===== config.mk =====
export PLATFORM = sky130hd
export DESIGN_NAME = row_source_scheduler
export DESIGN_NICKNAME = d
export VERILOG_FILES = /design/src/rtl/row_source_scheduler.sv
export SDC_FILE = /design/constraint.sdc
export NUM_CORES = 1
export LEC_CHECK = 0
export BUFFER_PORTS_ARGS = -buffer_cell sky130_fd_sc_hd__buf_4
export CORE_AREA = 2 2 82 84
export DETAILED_ROUTE_END_ITERATION = 12
export DIE_AREA = 0 0 84 86
export PLACE_DENSITY = 0.77
export SYNTH_ARGS = -nofsm -noshare
export SYNTH_HDL_FRONTEND = slang
export SYNTH_SLANG_ARGS = --single-unit

===== constraint.sdc =====
create_clock -name clk_i -period 2.65 [get_ports clk_i]
set_input_delay 0.3975 -clock clk_i [delete_from_list [all_inputs] [get_ports clk_i]]
set_output_delay 0.3975 -clock clk_i [all_outputs]
set_load 0.03 [all_outputs]

===== src/rtl/row_source_scheduler.sv =====
// Per-request row source scheduler for the OLED byte-fetch port: maps the pixel
// address to a text row, selects its source, runs text through the font ROM.
module row_source_scheduler #(
    parameter int                 NUM_SRC      = 4,
    parameter int                 SEL_W        = 2,
    parameter logic [NUM_SRC-1:0] GRAPHIC_MASK = 4'b1000,
    parameter logic [7:0]         BLANK_BYTE   = 8'h00
) (
    input  logic                 clk_i,
    input  logic                 reset_ni,
    input  logic                 pixelReq_i,
    input  logic [9:0]           pixelAddress_i,
    output logic [7:0]           pixelData_o,
    output logic                 pixelValid_o,
    output logic                 busy_o,
    output logic [3:0]           charIndex_o,
    output logic [9:0]           srcAddress_o,
    input  logic [8*NUM_SRC-1:0] srcBytes_i,
    output logic [11:0]          fontAddr_o,
    input  logic [7:0]           fontData_i,
    input  logic                 cfgWe_i,
    input  logic [4*SEL_W-1:0]   cfgMap_i,
    input  logic [3:0]           cfgEnable_i,
    output logic [2:0]           fsm_state
);

    typedef enum logic [2:0] {
        IDLE      = 3'd0,
        SRC_WAIT  = 3'd1,
        LOOKUP    = 3'd2,
        FONT_WAIT = 3'd3,
        OUTPUT    = 3'd4
    } state_t;

    function automatic logic [4*SEL_W-1:0] identity_map();
        logic [4*SEL_W-1:0] m;
        m = '0;
        for (int r = 0; r < 4; r++) m[SEL_W*r +: SEL_W] = SEL_W'(r);
        return m;
    endfunction

    localparam logic [4*SEL_W-1:0] IDENTITY_MAP = identity_map();

    state_t             state;
    state_t             state_next;
    logic [9:0]         addr_q;
    logic [11:0]        font_addr_q;
    logic [7:0]         res_q;
    logic               text_q;
    logic [7:0]         pixel_data;
    logic [4*SEL_W-1:0] active_map;
    logic [3:0]         active_en;
    logic [4*SEL_W-1:0] pend_map;
    logic [3:0]         pend_en;
    logic               pending;

    logic               accept;
    logic               frame_start;
    logic [1:0]         row;
    logic [SEL_W-1:0]   sel;
    logic [7:0]         sel_byte;
    logic               sel_ok;
    logic               sel_graphic;
    logic [7:0]         char_code;
    logic               lookup_text;
    logic [11:0]        font_addr_new;

    // Handshake: pixelReq_i is taken only in IDLE; exactly one pixelValid_o
    // pulse follows each taken request, and requests seen while busy are dropped.
    assign accept      = (state == IDLE) && pixelReq_i;
    assign frame_start = accept && (pixelAddress_i == '0);

    always_comb begin
        state_next = state;
        case (state)
            IDLE:      if (pixelReq_i) state_next = SRC_WAIT;
            SRC_WAIT:  state_next = LOOKUP;
            LOOKUP:    state_next = FONT_WAIT;
            FONT_WAIT: state_next = OUTPUT;
            OUTPUT:    state_next = IDLE;
            default:   state_next = IDLE;
        endcase
    end

    always_comb begin
        row         = addr_q[9:8];
        sel         = active_map[SEL_W*int'(row) +: SEL_W];
        sel_byte    = BLANK_BYTE;
        sel_ok      = 1'b0;
        sel_graphic = 1'b0;
        for (int s = 0; s < NUM_SRC; s++) begin
            if (int'(sel) == s) begin
                sel_ok      = active_en[row];
                sel_byte    = srcBytes_i[8*s +: 8];
                sel_graphic = GRAPHIC_MASK[s];
            end
        end
        // Non-printable codes render as a space rather than garbage glyphs.
        char_code     = (sel_byte < 8'h20 || sel_byte > 8'h7E) ? 8'h20 : sel_byte;
        lookup_text   = sel_ok && !sel_graphic;
        font_addr_new = {char_code, addr_q[7], addr_q[2:0]};
    end

    // The ROM must see the address during LOOKUP so its data lands in FONT_WAIT.
    assign fontAddr_o   = (state == LOOKUP && lookup_text) ? font_addr_new : font_addr_q;
    assign charIndex_o  = addr_q[6:3];
    assign srcAddress_o = addr_q;
    assign pixelData_o  = pixel_data;
    assign pixelValid_o = (state == OUTPUT);
    assign busy_o       = (state != IDLE);
    assign fsm_state    = state;

    always_ff @(posedge clk_i or negedge reset_ni) begin
        if (!reset_ni) begin
            state       <= IDLE;
            addr_q      <= '0;
            font_addr_q <= '0;
            res_q       <= '0;
            text_q      <= 1'b0;
            pixel_data  <= '0;
            active_map  <= IDENTITY_MAP;
            active_en   <= '1;
            pend_map    <= '0;
            pend_en     <= '0;
            pending     <= 1'b0;
        end else begin
            state <= state_next;
            if (accept) addr_q <= pixelAddress_i;
            if (state == LOOKUP) begin
                text_q <= lookup_text;
                res_q  <= sel_ok ? sel_byte : BLANK_BYTE;
                if (lookup_text) font_addr_q <= font_addr_new;
            end
            if (state == FONT_WAIT) pixel_data <= text_q ? fontData_i : res_q;
            // Map swaps only at frame start so a frame never mixes layouts.
            if (frame_start && pending) begin
                active_map <= pend_map;
                active_en  <= pend_en;
            end
            if (cfgWe_i) begin
                pend_map <= cfgMap_i;
                pend_en  <= cfgEnable_i;
                pending  <= 1'b1;
            end else if (frame_start) begin
                pending <= 1'b0;
            end
        end
    end

endmodule


# ---- After elaboration in Yosys (flattened, before gate mapping)
# Cells that the tools add are included.
dict set report op_classes {
  reduce_logical 13
  n_shift 1
  n_mux 19
  order_cmp 3
  n_eq_ne 8
}
# operator n
set op_table {}
lappend op_table {{8-bit two-way mux} 7}
lappend op_table {{12-bit two-way mux} 1}
lappend op_table {{3-bit one-hot mux with 4 select lines} 1}
lappend op_table {{10-bit logical NOT} 1}
lappend op_table {{8-bit by 7-bit > comparator with 1-bit output (second input constant)} 1}
lappend op_table {{8-bit by 6-bit < comparator with 1-bit output (second input constant)} 1}
lappend op_table {{1-bit two-way mux} 8}
lappend op_table {{8-bit by 4-bit variable part select with 2-bit output} 1}
lappend op_table {{3-bit by 2-bit equality test with 1-bit output (second input constant)} 2}
lappend op_table {{1-bit logical AND} 5}
lappend op_table {{2-bit equality test (second input constant)} 2}
lappend op_table {{3-bit by 1-bit equality test with 1-bit output (second input constant)} 1}
lappend op_table {{3-bit equality test (second input constant)} 1}
lappend op_table {{3-bit logical NOT} 1}
lappend op_table {{2-bit by 3-bit < comparator with 1-bit output (second input constant)} 1}
lappend op_table {{3-bit two-way mux} 1}
lappend op_table {{3-bit nonzero test} 1}
lappend op_table {{1-bit binary-select mux with 2-bit select} 1}
lappend op_table {{2-bit by 1-bit equality test with 1-bit output (second input constant)} 1}
lappend op_table {{2-bit logical NOT} 1}
lappend op_table {{2-bit inequality test (second input constant)} 1}
lappend op_table {{2-bit AND reduction} 1}
lappend op_table {{2-bit nonzero test} 1}
lappend op_table {{1-bit logical NOT} 1}
lappend op_table {{1-bit logical OR} 1}
dict set report word_totals {
  register_bits 67
  output_inout_bits 39
  inputBits 66
}

# ---- Longest topological paths before layout
dict set report logic_depth {
  ltp_word 10
  depth_mapped 8
  depth_no_buf 6
}

# ---- Worst setup path before layout
# No wires, ideal clock.
dict set report synth_path {
  path_type {register -> output}
  from {register addr_q[8] (netlist: srcAddress_o[8])}
  to {output port fontAddr_o[10]}
  stages_incl_launch_ff 7
  path_slack_ps -179
  t_arrival_ps 2432
  path_cell_list {dfrtp_1 -> mux4_2 -> buf_6 -> mux4_2 -> and2_4 -> a21boi_2 -> a22o_1}
}
dict set report synth_between {
  elab_chain_len 10
  elab_cells_between_ends 24
  classes_between {order compare: 2; eq/ne: 3; shift: 1; mux: 13; reduce/logical: 5}
}
# element line
set synth_rtl {}
lappend synth_rtl {{start: declaration} 46} ;# logic [9:0] addr_q;
lappend synth_rtl {{start signal: assignment} 128} ;# if (accept) addr_q <= pixelAddress_i;
lappend synth_rtl {{8-bit by 4-bit variable part select with 2-bit output} 87} ;# sel = active_map[SEL_W*int'(row) +: SEL_W];
lappend synth_rtl {{2-bit logical NOT} 92} ;# if (int'(sel) == s) begin
lappend synth_rtl {{8-bit two-way mux (4 in series)} 92}
lappend synth_rtl {{8-bit by 6-bit < comparator with 1-bit output or 8-bit by 7-bit > comparator with 1-bit output (tied branches)} 99} ;# char_code = (sel_byte < 8'h20 || sel_byte > 8'h7E) ? 8'h20 : sel_byte;
lappend synth_rtl {{1-bit logical OR} 99}
lappend synth_rtl {{8-bit two-way mux} 99}
lappend synth_rtl {{12-bit two-way mux *} 105} ;# assign fontAddr_o = (state == LOOKUP && lookup_text) ? font_addr_new : font_addr_q;
lappend synth_rtl {{end: declaration} 19} ;# output logic [11:0] fontAddr_o,
# Every way passes the cells marked *; elsewhere a longest branch is shown, timed or not. The select of a mux whose other input is x is not followed.

# ---- Worst setup path in the final report
# Same ends and word-level chain as after synthesis.

==> summary.md <==
| Metric | Value |
|---|---|
| Crit path DAT | 2.73 ns |
| Reg2reg end | font_addr_q[6] |
| Mapped Avg Cell Area | 13.05 sq um |
| Iter 0 DRT Violations | a little over 70 |
| Mapped Nets | 300 |
| Critical path's top delay family | multiplexers |
| Worst setup margin | -0.4750 ns |
| Clock Skew | around 0.01 ns |
| Port Buffer Count | roughly 100 |
| Synthesized flop and latch total | 67 |
| Leak | around 2.1 nW |
| TritonCTS Sinks | 67 |
| Final core occ | 0.7106 |
| Final wirelength | roughly 7.3 mm |
| Ports | between 100 and 150 |
| Highest clock rate | 320.0 MHz |
| Post-synth top area cell | dfrtp_1 |
| Setup TNS | -3.060 ns |
| Core Footprint | 0.006277 sq mm |
| RD Place Congestion | a little under 0.9 |
| Wirelength per Cell | roughly 17 um |
| FP Rows | 29 |
| Power Density | between 700 and 800 mW/mm^2 |
| Most common cell in the synthesized netlist | dfrtp_1 |
| ANT cells | 0 |
| Worst hold path class | in2async |
| Antenna violations before repair | 0 |
| CTS H-tree lvls | 3 |
| Syn Inst Count | 234 |
| CP Launch Type | flop |
| Layout cell share with drive strength beyond 1 | 0.6011 |
| Filler Cell Count | ~420 |
| Register area | 0.001688 sq mm |
| Wire length of the first global-routing pass | approximately 12 mm |
| Rel. slew slack | 0.4432 |
| Critical path, cell by cell | mux4_2 > buf_6 > mux4_2 > clkinv_1 > and4_4 > a21boi_4 > a22o_2 > buf_6 |
| Worst-Skew Late Latency | 0.36 ns |
| Crit path kind | reg2out |
| Drt drc | 0 |
| Crit path capture type | output port |
| GRT Overall Usage | 0.2158 |
| Hold Vio Cnt, Final | 0 |
| Yosys top cell area share | 0.4834 |
| Post-CTS Hold Buffers | 0 |
| Critical Path RT | 2.25 ns |
| Critical Path Stages | 8 |
| CTS tree | yes |
| Commonest cells in the netlist | 59 x dfrtp_1, 40 x mux2_2, 28 x nand2_1, 20 x mux2i_1, 16 x o21ai_0 |
| Ys Warns | 0 |
| Worst reg2reg path depth | 9 |
| Via-per-instance ratio | around 5.3 |
| CP max FO | 5 |
| WP buf/inv | 3 |
| EDFF count, synth | 0 |
| Top post-synthesis cells by area | dfrtp_1 48%, mux2_2 15%, dfstp_2 6.9% |
| Mapped cell area | between 0.003 and 0.004 sq mm |
| Period minus WS final | ~3.1 ns |
| Clock Tree Buf Depth | 2 |
| HPWL Detailed | 5.491 mm |
| Starting Density | 0.4865 |
| Dominant synthesized flop cell | dfrtp_1 |
| Area grow syn2layout | 46.05% |
| Violated checks | setup timing |
| RSZ-0062 raised after global routing | yes |
| Slew Limit Fails | 0 |
| Unique masters post-synth | 36 |
| Post-synthesis sequential area ratio | 0.5522 |
| Cts bufs inserted | 9 |
| Outcome | complete, but fails checks |
| Slew of the pin with the lowest slew margin | about 0.84 ns |
| Max-cap violations | 0 |
| Largest net degree at the start of global routing | 68 |
| Drt first pass iters | 4 |
| Overflow after GRT | 0 |
| DIE WIDTH | around 84 um |
| R2R Setup Slk | 0.09 ns |
| Antenna-violating nets left | 0 |
| Die height | ~86 um |
| Die ar. | between 0.007 and 0.008 sq mm |
| Peak supply drop | 0.5889 mV |
| Slowest stage delay, CP | ~0.6 ns |
| Crit path capture | fontAddr_o[10] |
| Setup violators final | 8 |
| Worst path slowest cell | mux4_2 |
| Final Net Count | roughly 430 |
| Vias in the first global route | around 2.5k |
| Period utilization | 1.179 |
| Vias | between 2k and 2.5k |
| Worst-path clk slew | roughly 0.08 ns |
| Multi-input gate area | about 0.0014 sq mm |
| CTS root buf | clkbuf_8 |
| Worst setup startpoint | srcAddress_o[8] |
| Asr flop ratio synth | 1.000 |
| Launching point of the worst reg2reg path | srcAddress_o[8] |
logic make-up after synthesis:
kind of cell | count (synthesis) | synth area share
buffers and inverters | 22 | 0.03810
AO/OA/AOI/OAI | 33 | 0.07661
XOR/XNOR | 1 | 0.002868
flip-flops | 67 | 0.5522
multiplexers | 66 | 0.2597
AND/OR/NAND/NOR | 45 | 0.07047
state kept, by name (all words and copies together), names as in the netlist:
name and flops:
pending 1, srcAddress_o 10, fsm_state 3, pixelData_o 8
pend_en 4, res_q 8, active_en 4, font_addr_q 12
pend_map 8, active_map 8, text_q 1
worst min-delay path by stage:
stage                         from        endpoint  depth (start not counted)
floorplan                 reset_ni   active_map[0]                          0
global placement    pixelData_o[3]  pixelData_o[3]                          2
detailed placement        res_q[6]        res_q[6]                          2
CTS                       reset_ni         pending                          1
global route              reset_ni  font_addr_q[3]                          1
finish                    reset_ni  font_addr_q[8]                          1
what timing repair did:
action                                 in CTS  in global routing
pin swaps                                   9                  5
gates cloned                                1                  0
setup endpoints to repair                  12                 12
endpoints found under the hold margin       0                  0
setup buffers                               3                  6
resized for setup                          20                 27
area by class of cell:
cell class,instances,area share
clock buffers,9,0.02777
clock inverters,7,0.01851
inverters,6,0.005049
multi-input cells,145,0.3094
flip-flops and latches,67,0.3784
well taps,77,0.02160
repair buffers,132,0.2393
layout by cell type, fill, tap and decap left out, types with 2 or more instances in the layout:
master,count
buf_4,110
dfrtp_1,58
mux2_2,39
nand2_1,26
buf_6,21
o21ai_0,15
mux2i_1,14
clkbuf_8,9
a22o_1,8
dfstp_2,8
mux4_2,5
mux2i_4,5
inv_1,5
nor2_1,3
and2_4,2
nand2_8,2
a32o_2,2
nor3_1,2
clkinvlp_4,2
inv_6,2
routing by layer:
layer,routed length [um],vias to the layer above,GRT usage,share of wire
met3,589,15,0.09047,0.080
li1,-,1090,-,-
met4,131,0,0.06305,0.018
met5,0,-,0,0
met1,3033,1153,0.2699,0.41
met2,3570,90,0.3469,0.49
where the power goes:
group | leakage [nW] | switching [W] | internal (W)
sequential | 0.847 | 0.0000987 | 0.00117
clock | 0.0984 | 0.000430 | 0.000448
combinational | 1.18 | 0.000652 | 0.000521
through the flow:
step	hold slack [ns]	setup WS (ns)	total power (W)	instances	instance area (sq um)
after floorplan	0.1019	-0.05318	0.001958	234	3060
after global placement	0.4646	-0.02403	0.002403	418	3986
after detailed placement	0.4716	-0.09080	0.002429	418	3986
after CTS	0.1602	-0.4370	0.003327	438	4290
after global routing	0.1997	-0.5831	0.003474	443	4461
final	0.1348	-0.4750	0.003316	443	4461
No activity file was read; power rests on OpenSTA's default activity.
